<file path="config.mk">
export PLATFORM = sky130hd
export DESIGN_NAME = fp_mul_seq
export DESIGN_NICKNAME = d
export VERILOG_FILES = /design/src/rtl/fp_mul_pkg.sv /design/src/rtl/fp_mul_round.sv /design/src/rtl/fp_mul_seq.sv
export SDC_FILE = /design/constraint.sdc
export NUM_CORES = 1
export LEC_CHECK = 0
export ABC_AREA = 1
export CAP_MARGIN = 20
export CORE_ASPECT_RATIO = 1.2
export CORE_MARGIN = 4
export CORE_UTILIZATION = 57
export CTS_CLUSTER_DIAMETER = 60
export CTS_CLUSTER_SIZE = 25
export DETAILED_ROUTE_END_ITERATION = 6
export PLACE_DENSITY_LB_ADDON = 0.08
export SLEW_MARGIN = 30
export SYNTH_ARGS = -nofsm -noshare
export SYNTH_HDL_FRONTEND = slang
export SYNTH_SLANG_ARGS = --single-unit
</file>
<file path="constraint.sdc">
create_clock -name clk -period 5.63 [get_ports clk]
set_input_delay 0.8445 -clock clk [delete_from_list [all_inputs] [get_ports clk]]
set_output_delay 0.8445 -clock clk [all_outputs]
set_load 0.05 [all_outputs]
</file>
<file path="src/rtl/fp_mul_pkg.sv">
// rtl/fp_mul_pkg.sv - shared encodings, FSM states and helpers for the sequential FP multiplier
package fp_mul_pkg;

  // Rounding-mode encoding; codes 5-7 fall through to round-to-nearest-even
  localparam logic [2:0] RND_RNE = 3'd0;
  localparam logic [2:0] RND_RZ  = 3'd1;
  localparam logic [2:0] RND_RUP = 3'd2;
  localparam logic [2:0] RND_RDN = 3'd3;
  localparam logic [2:0] RND_RNA = 3'd4;

  // Status byte bit positions; bits 7:6 always read zero
  localparam int ST_ZERO    = 0;
  localparam int ST_INF     = 1;
  localparam int ST_INVALID = 2;
  localparam int ST_TINY    = 3;
  localparam int ST_HUGE    = 4;
  localparam int ST_INEXACT = 5;

  typedef enum logic [1:0] {
    S_IDLE,
    S_MUL,
    S_ROUND,
    S_DONE
  } fp_mul_state_t;

  // Canonical quiet NaN: positive, all-ones exponent, fraction MSB only
  function automatic logic [63:0] canon_nan(input int sig_w, input int exp_w);
    logic [63:0] r;
    r = ((64'd1 << exp_w) - 64'd1) << sig_w;
    r = r | (64'd1 << (sig_w - 1));
    return r;
  endfunction

endpackage

</file>
<file path="src/rtl/fp_mul_round.sv">
// rtl/fp_mul_round.sv - combinational normalize, round, overflow/underflow and status for the multiplier
module fp_mul_round
  import fp_mul_pkg::*;
#(
  parameter int sig_width = 23,
  parameter int exp_width = 8
) (
  input  logic [2*sig_width+1:0]     prod,
  input  logic [exp_width+1:0]       exp_sum,
  input  logic                       sign,
  input  logic [2:0]                 rnd,
  output logic [sig_width+exp_width:0] z,
  output logic [7:0]                 status
);

  localparam int P  = 2 * sig_width + 2;
  localparam int E2 = exp_width + 2;
  localparam logic [E2-1:0] EMAX = E2'((1 << exp_width) - 1);

  logic [P-1:0]         norm;
  logic [sig_width:0]   mant;
  logic [sig_width+1:0] mant_r;
  logic [sig_width-1:0] frac;
  logic [E2-1:0]        exp_f;
  logic guard, sticky, inexact, round_up, carry, to_inf, overflow, underflow;

  // Normalize the raw product, apply the rounding mode, then classify range
  always_comb begin
    norm     = prod[P-1] ? prod : (prod << 1);
    mant     = norm[P-1:sig_width+1];
    guard    = norm[sig_width];
    sticky   = |norm[sig_width-1:0];
    inexact  = guard | sticky;
    case (rnd)
      RND_RZ:  round_up = 1'b0;
      RND_RUP: round_up = inexact & ~sign;
      RND_RDN: round_up = inexact & sign;
      RND_RNA: round_up = guard;
      default: round_up = guard & (sticky | mant[0]);
    endcase
    mant_r    = {1'b0, mant} + {{(sig_width+1){1'b0}}, round_up};
    carry     = mant_r[sig_width+1];
    // A carry out means the mantissa became exactly 2.0: fraction is zero
    frac      = carry ? mant_r[sig_width:1] : mant_r[sig_width-1:0];
    exp_f     = exp_sum + {{(E2-1){1'b0}}, prod[P-1]} + {{(E2-1){1'b0}}, carry};
    overflow  = ~exp_f[E2-1] && (exp_f >= EMAX);
    underflow = exp_f[E2-1] || (exp_f == '0);
    case (rnd)
      RND_RZ:  to_inf = 1'b0;
      RND_RUP: to_inf = ~sign;
      RND_RDN: to_inf = sign;
      default: to_inf = 1'b1;
    endcase

    z      = {sign, exp_f[exp_width-1:0], frac};
    status = '0;
    status[ST_INEXACT] = inexact;
    if (overflow) begin
      status[ST_HUGE]    = 1'b1;
      status[ST_INEXACT] = 1'b1;
      if (to_inf) begin
        z = {sign, {exp_width{1'b1}}, {sig_width{1'b0}}};
        status[ST_INF] = 1'b1;
      end else begin
        z = {sign, {(exp_width-1){1'b1}}, 1'b0, {sig_width{1'b1}}};
      end
    end else if (underflow) begin
      z = {sign, {(sig_width+exp_width){1'b0}}};
      status[ST_ZERO]    = 1'b1;
      status[ST_TINY]    = 1'b1;
      status[ST_INEXACT] = 1'b1;
    end
  end

endmodule

</file>
<file path="src/rtl/fp_mul_seq.sv">
// rtl/fp_mul_seq.sv - sequential radix-2 shift-add IEEE-754 multiplier (FP_MUL_EARLY_TERM_EN: early exit from MUL)
module fp_mul_seq
  import fp_mul_pkg::*;
#(
  parameter int sig_width = 23,
  parameter int exp_width = 8
) (
  input  logic                         clk,
  input  logic                         reset_n,
  input  logic                         in_valid,
  output logic                         in_ready,
  input  logic [sig_width+exp_width:0] a,
  input  logic [sig_width+exp_width:0] b,
  input  logic [2:0]                   rnd,
  output logic                         out_valid,
  input  logic                         out_ready,
  output logic [sig_width+exp_width:0] z,
  output logic [7:0]                   status
);

  localparam int W  = sig_width + exp_width + 1;
  localparam int M  = sig_width + 1;
  localparam int P  = 2 * M;
  localparam int E2 = exp_width + 2;
  localparam int CW = $clog2(M + 1);
  localparam logic [E2-1:0] BIAS = E2'((1 << (exp_width - 1)) - 1);
  localparam logic [exp_width-1:0] EONES = {exp_width{1'b1}};
  localparam logic [63:0] NAN_WORD = canon_nan(sig_width, exp_width);

  fp_mul_state_t state, state_n;

  logic [P-1:0]   acc;
  logic [M-1:0]   mplier, mcand;
  logic [E2-1:0]  exp_sum;
  logic [CW-1:0]  cnt;
  logic           sign_r;
  logic [2:0]     rnd_r;
  logic [W-1:0]   z_r;
  logic [7:0]     status_r;

  logic [exp_width-1:0] ea, eb;
  logic [sig_width-1:0] fa, fb;
  logic a_zero, b_zero, a_inf, b_inf, a_nan, b_nan, special, sign_ab;
  logic [W-1:0] spec_z;
  logic [7:0]   spec_status;

  logic [M:0]   add_term, sum;
  logic [P-1:0] acc_step, prod_aligned;
  logic         mul_last;
  logic [W-1:0] rnd_z;
  logic [7:0]   rnd_status;

  assign ea      = a[W-2:sig_width];
  assign eb      = b[W-2:sig_width];
  assign fa      = a[sig_width-1:0];
  assign fb      = b[sig_width-1:0];
  assign sign_ab = a[W-1] ^ b[W-1];
  // Subnormal operands are flushed to zero by treating exponent 0 as zero
  assign a_zero  = (ea == '0);
  assign b_zero  = (eb == '0);
  assign a_inf   = (ea == EONES) && (fa == '0);
  assign b_inf   = (eb == EONES) && (fb == '0);
  assign a_nan   = (ea == EONES) && (fa != '0);
  assign b_nan   = (eb == EONES) && (fb != '0);
  assign special = a_nan | b_nan | a_inf | b_inf | a_zero | b_zero;

  // Fast-path result for NaN, infinity and zero operands
  always_comb begin
    spec_z      = {sign_ab, {(W-1){1'b0}}};
    spec_status = '0;
    if (a_nan | b_nan | (a_inf & b_zero) | (a_zero & b_inf)) begin
      spec_z                  = NAN_WORD[W-1:0];
      spec_status[ST_INVALID] = 1'b1;
    end else if (a_inf | b_inf) begin
      spec_z              = {sign_ab, EONES, {sig_width{1'b0}}};
      spec_status[ST_INF] = 1'b1;
    end else begin
      spec_status[ST_ZERO] = 1'b1;
    end
  end

  // One shift-add step: add multiplicand into the upper half, shift right
  assign add_term = mplier[0] ? {1'b0, mcand} : '0;
  assign sum      = {1'b0, acc[P-1:M]} + add_term;
  assign acc_step = {sum, acc[M-1:1]};

`ifdef FP_MUL_EARLY_TERM_EN
  // Once the remaining multiplier bits are zero, the skipped steps are pure shifts
  assign mul_last     = (cnt == CW'(M - 1)) || (mplier[M-1:1] == '0);
  assign prod_aligned = acc >> (CW'(M) - cnt);
`else
  assign mul_last     = (cnt == CW'(M - 1));
  assign prod_aligned = acc;
`endif

  fp_mul_round #(
    .sig_width(sig_width),
    .exp_width(exp_width)
  ) u_round (
    .prod    (prod_aligned),
    .exp_sum (exp_sum),
    .sign    (sign_r),
    .rnd     (rnd_r),
    .z       (rnd_z),
    .status  (rnd_status)
  );

  // State register
  always_ff @(posedge clk or negedge reset_n) begin
    if (!reset_n) state <= S_IDLE;
    else          state <= state_n;
  end

  // Next-state and handshake outputs
  always_comb begin
    state_n   = state;
    in_ready  = 1'b0;
    out_valid = 1'b0;
    case (state)
      S_IDLE: begin
        in_ready = 1'b1;
        if (in_valid) state_n = special ? S_DONE : S_MUL;
      end
      S_MUL:   if (mul_last) state_n = S_ROUND;
      S_ROUND: state_n = S_DONE;
      S_DONE: begin
        out_valid = 1'b1;
        if (out_ready) state_n = S_IDLE;
      end
      default: state_n = S_IDLE;
    endcase
  end

  // Operand capture, mantissa iteration and result registers
  always_ff @(posedge clk or negedge reset_n) begin
    if (!reset_n) begin
      acc      <= '0;
      mplier   <= '0;
      mcand    <= '0;
      exp_sum  <= '0;
      cnt      <= '0;
      sign_r   <= 1'b0;
      rnd_r    <= '0;
      z_r      <= '0;
      status_r <= '0;
    end else begin
      case (state)
        S_IDLE: begin
          if (in_valid) begin
            sign_r <= sign_ab;
            rnd_r  <= rnd;
            if (special) begin
              z_r      <= spec_z;
              status_r <= spec_status;
            end else begin
              acc     <= '0;
              mplier  <= {1'b1, fb};
              mcand   <= {1'b1, fa};
              exp_sum <= {2'b00, ea} + {2'b00, eb} - BIAS;
              cnt     <= '0;
            end
          end
        end
        S_MUL: begin
          acc    <= acc_step;
          mplier <= mplier >> 1;
          cnt    <= cnt + 1'b1;
        end
        S_ROUND: begin
          z_r      <= rnd_z;
          status_r <= rnd_status;
        end
        default: ;
      endcase
    end
  end

  assign z      = z_r;
  assign status = status_r;

endmodule
</file>
* Yosys cells after proc, flatten, opt, wreduce, memory -nomap -nowiden
Index checks and enable logic that the tools add are counted.
Storage, ports and cells: output and inout bits 42, register bits 157, input bits 71
Cells by class: $add $sub $neg 7, reduce and logical (&&, ||, !) cells 22, bitwise operators 19, magnitude comparators 1, mux-type cells 43, equality and inequality tests 15
Operator list (number):
- 2-to-1 mux 48 bit | 3
- 2-to-1 mux 24 bit | 4
- 2-to-1 mux 32 bit | 3
- case mux 48 bit (2 select lines) | 1
- 2-to-1 mux 31 bit | 3
- case mux 32 bit (2 select lines) | 1
- case mux 24 bit (2 select lines) | 1
- logical NOT 23 bit | 2
- nonzero test 23 bit | 2
- adder 24 x 1 -> 25 bit | 1
- adder 24 x 24 -> 25 bit | 1
- 2-to-1 mux 23 bit | 1
- OR reduction 23 bit | 1
- adder 10 x 1 -> 10 bit | 2
- equality test 8 bit, second input constant | 2
- logical NOT 8 bit | 2
- 2-to-1 mux 8 bit | 2
- case mux 8 bit (2 select lines) | 1
- 2-to-1 mux 1 bit | 12
- AND reduction 3 bit | 4
- >= comparator 10 x 8 -> 1 bit, second input constant | 1
- logical NOT 10 bit | 1
- 2-to-1 mux 2 bit | 5
- 2-to-1 mux 5 bit | 2
- 23 further kinds | 49

* Longest topological paths before layout
Gate-level depths: netlist (run 1).
depth in word-level cells 12, gate-level depth with buffers 36

* By module
A second synthesis (run 1) with hierarchy kept.
Unflattened totals: cell total of the unflattened synthesis 1758, area, all modules 11439.7 um^2
By module, submodules not included:
- fp_mul_seq | area each 9462.8 um^2, instances 1, cells each 1370
- fp_mul_round | area each 1976.9 um^2, instances 1, cells each 388

* Worst setup path after synthesis (run 1)
Ideal clock, no wire load.
path kind register to register, from register acc[47], to register z_r[10], in the netlist z[10], period minus slack after synthesis 5.048 ns, data arrival time 4.930 ns, required time 5.512 ns, stages on the path, launching flop included 36, buffers on the path 4, setup slack 0.582 ns, library setup time 0.118 ns, cell sequence dfrtp_1 > buf_6 > buf_4 > a2111oi_0 > nand4_1 > o311ai_0 > a21oi_1 > ha_1 > ha_1 > and2_1 > nand2_1 > nor2_4 > nand2_1 > nor2_2 > inv_1 > nor2_1 > buf_2 > or2_2 > nand2_1 > inv_1 > ha_1 > inv_1 > nand2_4 > ha_1 > nand3_1 > nor3_1 > nand2_1 > xor2_1 > nand4_1 > a21oi_1 > nand3_2 > nand2_4 > buf_2 > o21ai_0 > nand3_1 > nand2_1
Between the ends: longest elaborated chain between the ends 12, elaborated cells on any way between the ends 20, those cells by class add/sub: 3; order compare: 1; mux: 6; bitwise: 6; reduce/logical: 4
RTL lines:
- start, declared | line fp_mul_seq.sv:32 | logic [P-1:0] acc;
- start signal, assigned | line fp_mul_seq.sv:165 | acc <= acc_step;
- parallel branches: the longest is 10 deep, another holds adder 24 x 1 -> 25 bit
- 2-to-1 mux 31 bit * | line fp_mul_round.sv:58 | if (overflow) begin
- case mux 32 bit (2 select lines) * | line fp_mul_seq.sv:147 | case (state)
- end signal, assigned | line fp_mul_seq.sv:153 | z_r <= spec_z;
- end signal, assigned | line fp_mul_seq.sv:170 | z_r <= rnd_z;
- end, declared | line fp_mul_seq.sv:38 | logic [W-1:0] z_r;
Mark *: on every way between the ends. A chain may end at the register's enable or synchronous reset.

* Final worst setup path (run 1)
from register acc[18], to register z_r[23], in the netlist z[23]
Between the ends: longest elaborated chain between the ends 12, elaborated cells on any way between the ends 18, those cells by class add/sub: 2; order compare: 1; mux: 5; bitwise: 6; reduce/logical: 4
RTL lines:
- 2-to-1 mux 48 bit * | line fp_mul_round.sv:29 | norm = prod[P-1] ? prod : (prod << 1);
- OR reduction 23 bit * | line fp_mul_round.sv:32 | sticky = |norm[sig_width-1:0];
- OR 1 bit (on tied branches) | line fp_mul_round.sv:39, fp_mul_round.sv:33
- bitwise AND 1 bit (on tied branches) | line fp_mul_round.sv:39, fp_mul_round.sv:36, fp_mul_round.sv:37
- case mux 1 bit (4 select lines) * | line fp_mul_round.sv:34 | case (rnd)
- adder 24 x 1 -> 25 bit * | line fp_mul_round.sv:41 | mant_r = {1'b0, mant} + {{(sig_width+1){1'b0}}, round_up};
- adder 10 x 1 -> 10 bit * | line fp_mul_round.sv:45 | exp_f = exp_sum + {{(E2-1){1'b0}}, prod[P-1]} + {{(E2-1){1'b0}}, carry};
- parallel branches: the longest is 3 deep, another holds >= comparator 10 x 8 -> 1 bit
- 2-to-1 mux 31 bit * | line fp_mul_round.sv:58
- case mux 32 bit (2 select lines) * | line fp_mul_seq.sv:147
Marked as above.

==> summary.md, run 1 <==
| Metric | Value |
|---|---|
| Die footprint | 19100 um^2 |
| Buffers and inverters on the worst path | 4 |
| Run status | finished clean |
| Global route hottest layer | met2 |
| Post-CTS Setup Inserts | 0 |
| Vias in the first global route | 7948 |
| Reg2Reg Setup Slack | 620 ps |
| GR Overflow Total | 0 |
| Drt via density | 5.35 |
| Synth unique cells | 53 |
| Avg Inst Size Synth | 7.50 um^2 |
| Rows | 51 |
| First-pass GRT wire length | 38.3 mm |
| Num ports | 113 |
| Detailed Route Iter0 Violations | 600 |
| Clock transition at path regs | 70 ps |
| First-pass DRT Iterations | 5 |
| GRT Total Usage | 24.4% |
| Leading cell type in the layout, fill and taps excluded | nand2_1 |
| Mux cell area share after synthesis | 0.338% |
| Die H | 150 um |
| Most used cell, CP | nand2_1 |
| Bufs on Longest Clock Path | 2 |
| Fin. max-slew vios | 0 |
| Endpoint class of the critical path | flip-flop |
| CTS tree | yes |
| Final Cycle Share | 88.9% |
| RSZ-0062 raised after global routing | false |
| CTS buffer count | 17 |
| Post-synthesis compound-gate area fraction | 11.3% |
| Final #Nets | 1498 |
| # setup viols final | 0 |
| Die W | 127 um |
| Antenna violations before repair | 0 |
| Crit path DAT | 5330 ps |
| Final wirelength | 22.8 mm |
| Antenna Cells | 0 |
| Root Driver | clkbuf_16 |
| Worst Path Max Fanout | 26 |
| PD cells | 505 nW/um^2 |
| Met2 GRT Util | 39.8% |
| Most frequent cells in the layout | nand2_1 (416), dfrtp_1 (155), inv_1 (137) |
| Worst rel slew slack | 43.3% |
| CP Data Required Time | 5950 ps |
| Final ANT Viol Nets | 0 |
| DP Wirelength | 17.0 mm |
| Tot Pwr | 5.77 mW |
| CP Launch Type | flip-flop |
| Actual slew at the worst max-slew pin | 851 ps |
| Via count | 8576 |
| Area Overhead vs Synth | 18.7% |
| Synthesized instance count | 1285 |
| Clk sinks | 155 |
| Main combinational cell family by area after synthesis | simple AND/OR/NAND/NOR gates |
| Leak | 5.61 nW |
| Hold Buf Count CTS | 0 |
| Synth async-reset ratio | 100% |
| Register area share after synthesis | 40.3% |
| Max Cap Violations | 0 |
| Core area | 16400 um^2 |
| Worst Clk Skew | 7.63 ps |
| Xor/xnor share of the synthesized area | 4.10% |
| Synth Cell Area | 9630 um^2 |
| Flops & latches, synth | 155 |
| Max incr delay on CP | 370 ps |
| H-tree depth | 4 |
| Post-cts sizing count | 0 |
| Achievable Freq | 0.200 GHz |
| Synth Area in Adders | 6.65% |
| PortBufs | 110 |
| HP Class | in2async |
| DR WL/cell | 14.2 um |
| Starting Density | 58.7% |
| Worst vdd ir | 0.243 mV |
| Crit-path slowest cell | dfrtp_1 |
| Fin. Hold Viols | 0 |
| Setup TNS | 0 ps |
| Met1 Use GR | 33.7% |
| EDFF count, synth | 0 |
| Share of cells above drive strength 1 | 5.76% |
| GRT met3 Usage | 3.34% |
| Crit path kind | reg2reg |
| Clk_lat worst skew | 430 ps |
| Detailed-route DRC error count | 0 |
| Synth Area in Simple Gates | 29.0% |
| Yosys warnings | 0 |
| Largest net degree at the start of global routing | 112 |
| Dominant synthesized flop cell | dfrtp_1 |
| Gp weighted congestion | 0.964 |
| Worst path top cell family by delay | simple AND/OR/NAND/NOR gates |
| Final period demand of the worst path | 5010 ps |
## metrics by stage
step	hold WS, ps	util [%]	std cells	instance area (um^2)	worst slack [ps]
after floorplan	439	-	1286	9640	582
after global placement	453	66.0	1570	10800	715
after detailed placement	462	66.1	1570	10800	580
after CTS	477	69.7	1602	11400	547
after global routing	497	69.7	1602	11400	37.5
final	477	69.7	1602	11400	624
## worst paths after layout
| path | start | depth (start not counted) | to |
|---|---|---|---|
| setup / recovery | acc[18] | 35 | z[23] |
| setup reg to reg | acc[18] | 35 | z[23] |
| hold reg to reg | z[12] | 2 | z[12] |
| max in group asynchronous | reset_n | 2 | mplier[18] |
| min in group clk | z[12] | 2 | z[12] |
| hold / removal | reset_n | 1 | z[15] |
## metal layers
layer	wire (um)	part of all wire, %
met5	0	0
met4	571	2.5
met3	891	3.9
met2	10800	47
met1	10500	46
## Yosys cell counts, drive strengths merged (2+ instances only)
cell type,number,share of area (%)
and2,4,0.26
o21bai,2,0.16
nand4,18,1.2
o21ai,87,4.6
dfrtp,155,40
xnor2,15,1.4
or2,5,0.32
a31oi,7,0.45
nand2,427,17
nor3,11,0.57
nor4,17,1.1
ha,48,6.2
nor2,79,3.4
inv,141,5.5
a21o,3,0.23
buf,20,1.6
o31ai,4,0.31
fa,2,0.42
o21a,5,0.47
nand3b,3,0.23
a21boi,2,0.16
a21oi,38,2.0
clkbuf,28,1.1
o211ai,3,0.23
xor2,28,2.7
o22ai,38,2.5
mux2,2,0.23
nand3,85,4.5
## cells by family after synthesis
| group | Yosys count |
|---|---|
| flip-flops | 155 |
| adder cells (fa/ha/maj) | 50 |
| multiplexers | 3 |
| AO/OA/AOI/OAI | 192 |
| buffers and inverters | 190 |
| other | 1 |
| XOR/XNOR | 43 |
| AND/OR/NAND/NOR | 651 |
## sequential cells by signal, summed over array words and instances (netlist names)
signal and count:
z 32, mplier 24, mcand 24, cnt 5, exp_sum 10, rnd_r 3
status 6, sign_r 1, acc 48, state 2
## area by class of cell
class	instances	area (um^2)
Clock buffer	18	439
Clock inverter	14	150
Fill cell	1414	4970
Inverter	142	538
Multi-Input combinational cell	941	4980
Sequential cell	155	3880
Tap cell	212	265
Timing Repair Buffer	120	1180
## power breakdown
part / switching, mW / internal [mW]
Clock: 0.515 / 0.639
Combinational: 1.89 / 0.963
Sequential: 0.281 / 1.48
Total: 2.69 / 3.09
Note: power is estimated with default switching activity, not from simulation.
==> inputs of run 2 (changes only) <==
--- a/config.mk
+++ b/config.mk
@@ -7,13 +7,17 @@
 export LEC_CHECK = 0
 export ABC_AREA = 1
 export CAP_MARGIN = 20
+export CELL_PAD_IN_SITES_DETAIL_PLACEMENT = 0
+export CELL_PAD_IN_SITES_GLOBAL_PLACEMENT = 1
 export CORE_ASPECT_RATIO = 1.2
 export CORE_MARGIN = 4
-export CORE_UTILIZATION = 57
+export CORE_UTILIZATION = 42
 export CTS_CLUSTER_DIAMETER = 60
 export CTS_CLUSTER_SIZE = 25
 export DETAILED_ROUTE_END_ITERATION = 6
+export GPL_ROUTABILITY_DRIVEN = 0
 export PLACE_DENSITY_LB_ADDON = 0.08
+export SKIP_LAST_GASP = 1
 export SLEW_MARGIN = 30
 export SYNTH_ARGS = -nofsm -noshare
 export SYNTH_HDL_FRONTEND = slang
==> run 2 against run 1 <==
  * Via count down 1.0%
  * Sequential share of layout area down 0.37 points
  * First-iteration DRC count down 31%
  * Total power up 1.6%
  * Cell area up 1.1%
  * Largest power group unchanged
  * Routed wire length up 6.2%
  * Final cell count up 4.3%
  * Maximum frequency down 1.2%
  * Non-clock buffer count up 2
  * Clock skew up 3.5 ps
  * Critical endpoint is now z[24]
==> summary.md, run 2 (synthesis results as in run 1) <==
| Metric | Value |
|---|---|
| Fill cells | 2292 (+62%) |
| Reg-to-Reg Start | acc[47] |
| Sw power | 2.69 mW (about the same) |
| Critical Path Source | acc[47] |
| Crit path DAT | 5380 ps (+50 ps) |
| Die footprint | 25400 um^2 (+33%) |
| Via count | 8486 (-1.0%) |
| Final wirelength | 24.2 mm (+6.2%) |
| Final #Nets | 1500 (+0.13%) |
| Worst Path Max Fanout | 26 (unchanged) |
| Reg2Reg Setup Slack | 560 ps (-60 ps) |
| Buffers and inverters on the worst path | 3 (-1) |
| Most frequent cells in the layout | nand2_1 (416), dfrtp_1 (155), inv_1 (137) |
| Actual slew at the worst max-slew pin | 877 ps (+25.7 ps) |
| First-pass GRT wire length | 40.9 mm (+6.8%) |
| Antenna violations before repair | 0 (unchanged) |
| Switching share of power | 45.8% (-0.74 points) |
| Endpoint class of the critical path | flip-flop |
| Detailed-route DRC error count | 0 (unchanged) |
| Final ANT Viol Nets | 0 (unchanged) |
| Most used cell, CP | nand2_1 |
| Fin cells | 1671 (+4.3%) |
| Worst Clk Skew | 11.2 ps (+3.52 ps) |
| Bufs on Longest Clock Path | 2 (unchanged) |
| Worst vdd ir | 0.224 mV (-7.5%) |
| Final Hold Slack | 275 ps (-202 ps) |
| Worst r2r path cells | 31 (-11%) |
| Num ports | 113 (unchanged) |
| Vias in the first global route | 8240 (+3.7%) |
| Met1 Use GR | 26.7% (-7.0 points) |
| Max incr delay on CP | 420 ps (+50 ps) |
| DR WL/cell | 14.5 um (+1.8%) |
| Max Cap Violations | 0 (unchanged) |
| Area Overhead vs Synth | 20.0% |
| CTS tree | yes |
| CTS buffer count | 17 (unchanged) |
| Number of stages on the worst setup path | 31 (-11%) |
| Leak | 5.63 nW (+0.46%) |
| Clock transition at path regs | 70 ps (about the same) |
| Worst path top cell family by delay | simple AND/OR/NAND/NOR gates |
| Largest reg by FF count | acc |
| PD cells | 508 nW/um^2 (+0.52%) |
| PortBufs | 110 (unchanged) |
| Final Cycle Share | 90.0% (+1.1 points) |
| Placed cells | 1639 (+4.4%) |
| Setup TNS | 0 ps (unchanged) |
| Storage cell area | 3880 um^2 (unchanged) |
| Fin. max-slew vios | 0 (unchanged) |
| Max reg flops | 48 (unchanged) |
| HP Class | in2async |
| Crit-path slowest cell | dfrtp_1 |
| Share of cells above drive strength 1 | 5.82% (+0.064 points) |
| Clock share of power | 21.2% (+1.2 points) |
| Clk_lat worst skew | 430 ps (about the same) |
| Global route hottest layer | met2 |
| Combinational power share | 48.7% (-0.8 points) |
| Rows | 60 (+18%) |
| Worst rel slew slack | 41.5% (-1.8 points) |
| Critical R2R Capture | z[24] |
| Starting Density | 42.8% (-16 points) |
| CP Launch Type | flip-flop |
| Die W | 146 um (+15%) |
| DP Wirelength | 18.6 mm (+9.2%) |
| GRT Total Usage | 19.2% (-5.3 points) |
| Drt via density | 5.08 (-5.1%) |
| DP Area | 10900 um^2 (+0.85%) |
| Clk sinks | 155 (unchanged) |
| CP Data Required Time | 5950 ps (about the same) |
| Detailed Route Iter0 Violations | 413 (-31%) |
| # setup viols final | 0 (unchanged) |
| Seq pwr share | 30.1% (-0.5 points) |
| Run status | finished clean |
| Post-CTS Setup Inserts | 0 (unchanged) |
| Fin. Hold Viols | 0 (unchanged) |
| Root Driver | clkbuf_16 |
| GRT met3 Usage | 3.13% (-0.21 points) |
| First-pass DRT Iterations | 5 (unchanged) |
| Crit path kind | reg2reg |
| Achievable Freq | 0.197 GHz (-1.2%) |
| Core area | 22500 um^2 (+37%) |
| Met2 GRT Util | 31.6% (-8.1 points) |
| Antenna Cells | 0 (unchanged) |
| Die H | 174 um (+16%) |
| GR Overflow Total | 0 (unchanged) |
| Post-route cell area | 11600 um^2 (+1.1%) |
| Hold Buf Count CTS | 0 (unchanged) |
| H-tree depth | 4 (unchanged) |
| Int Pwr | 3.18 mW (+3.1%) |
| Largest net degree at the start of global routing | 68 (-39%) |
| Final period demand of the worst path | 5070 ps (+60.4 ps) |
| RSZ-0062 raised after global routing | false |
| Setup crit end | z[24] |
| Leading cell type in the layout, fill and taps excluded | nand2_1 |
| Area of the multi-input gates | 4970 um^2 (-0.20%) |
[run 2: area by class of cell]
class / instances / area share [%]
inverter: 142 / 4.65
tap: 279 / 3.02
clock buffer: 19 / 3.92
clock inverter: 13 / 1.55
timing repair buffer: 122 / 10.3
sequential: 155 / 33.5
multi-input combinational: 941 / 43.0
[run 2: how the worst min path moves through the flow]
stage / to / slack [ps] / cells after the start
detailed placement: z[3] / 460 / 2
global route: z[11] / 290 / 1
global placement: mcand[23] / 460 / 1
finish: z[11] / 280 / 1
floorplan: mcand[23] / 440 / 1
CTS: z[11] / 280 / 1
[run 2: power by group through the flow]
stage	Combinational (mW)	Clock [mW]	Sequential (mW)
2_1_floorplan	1.84	0	2.02
3_3_place_gp	2.88	0	1.78
3_5_place_dp	2.88	0	1.78
4_1_cts	2.89	1.28	1.77
5_1_grt	3.21	1.32	1.82
6_report	2.86	1.24	1.77
[run 2: through the flow]
stage / setup slack [ps] / power (mW) / utilization, %
2_1_floorplan: 582 / 3.86 / -
3_3_place_gp: 610 / 4.66 / 48.5
3_5_place_dp: 539 / 4.67 / 48.5
4_1_cts: 544 / 5.94 / 51.3
5_1_grt: 69.3 / 6.35 / 51.3
6_report: 563 / 5.87 / 51.3
[run 2: metal layers]
metal  routed length [um]  share of wire (%)  vias up
li1                     -                  -     4386
met1                11800                 49     3935
met2                11400                 47      149
met3                  818                3.4       16
met4                  223               0.92        0
met5                    0                  0        -
[run 2: worst reg2reg max path: cells and delay by family, from the launching register on]
family | cells | cell delay [ps]
simple gates | 18 | 2170
compound gates | 5 | 1220
fa+ha+maj | 4 | 780
flops | 1 | 420
xor+xnor | 1 | 210
buf+inv | 3 | 180
[run 2: repair_timing]
action | CTS | global route
endpoints found under the setup margin | 0 | 21
endpoints found under the hold margin | 0 | 0
gates resized for setup | 0 | 1
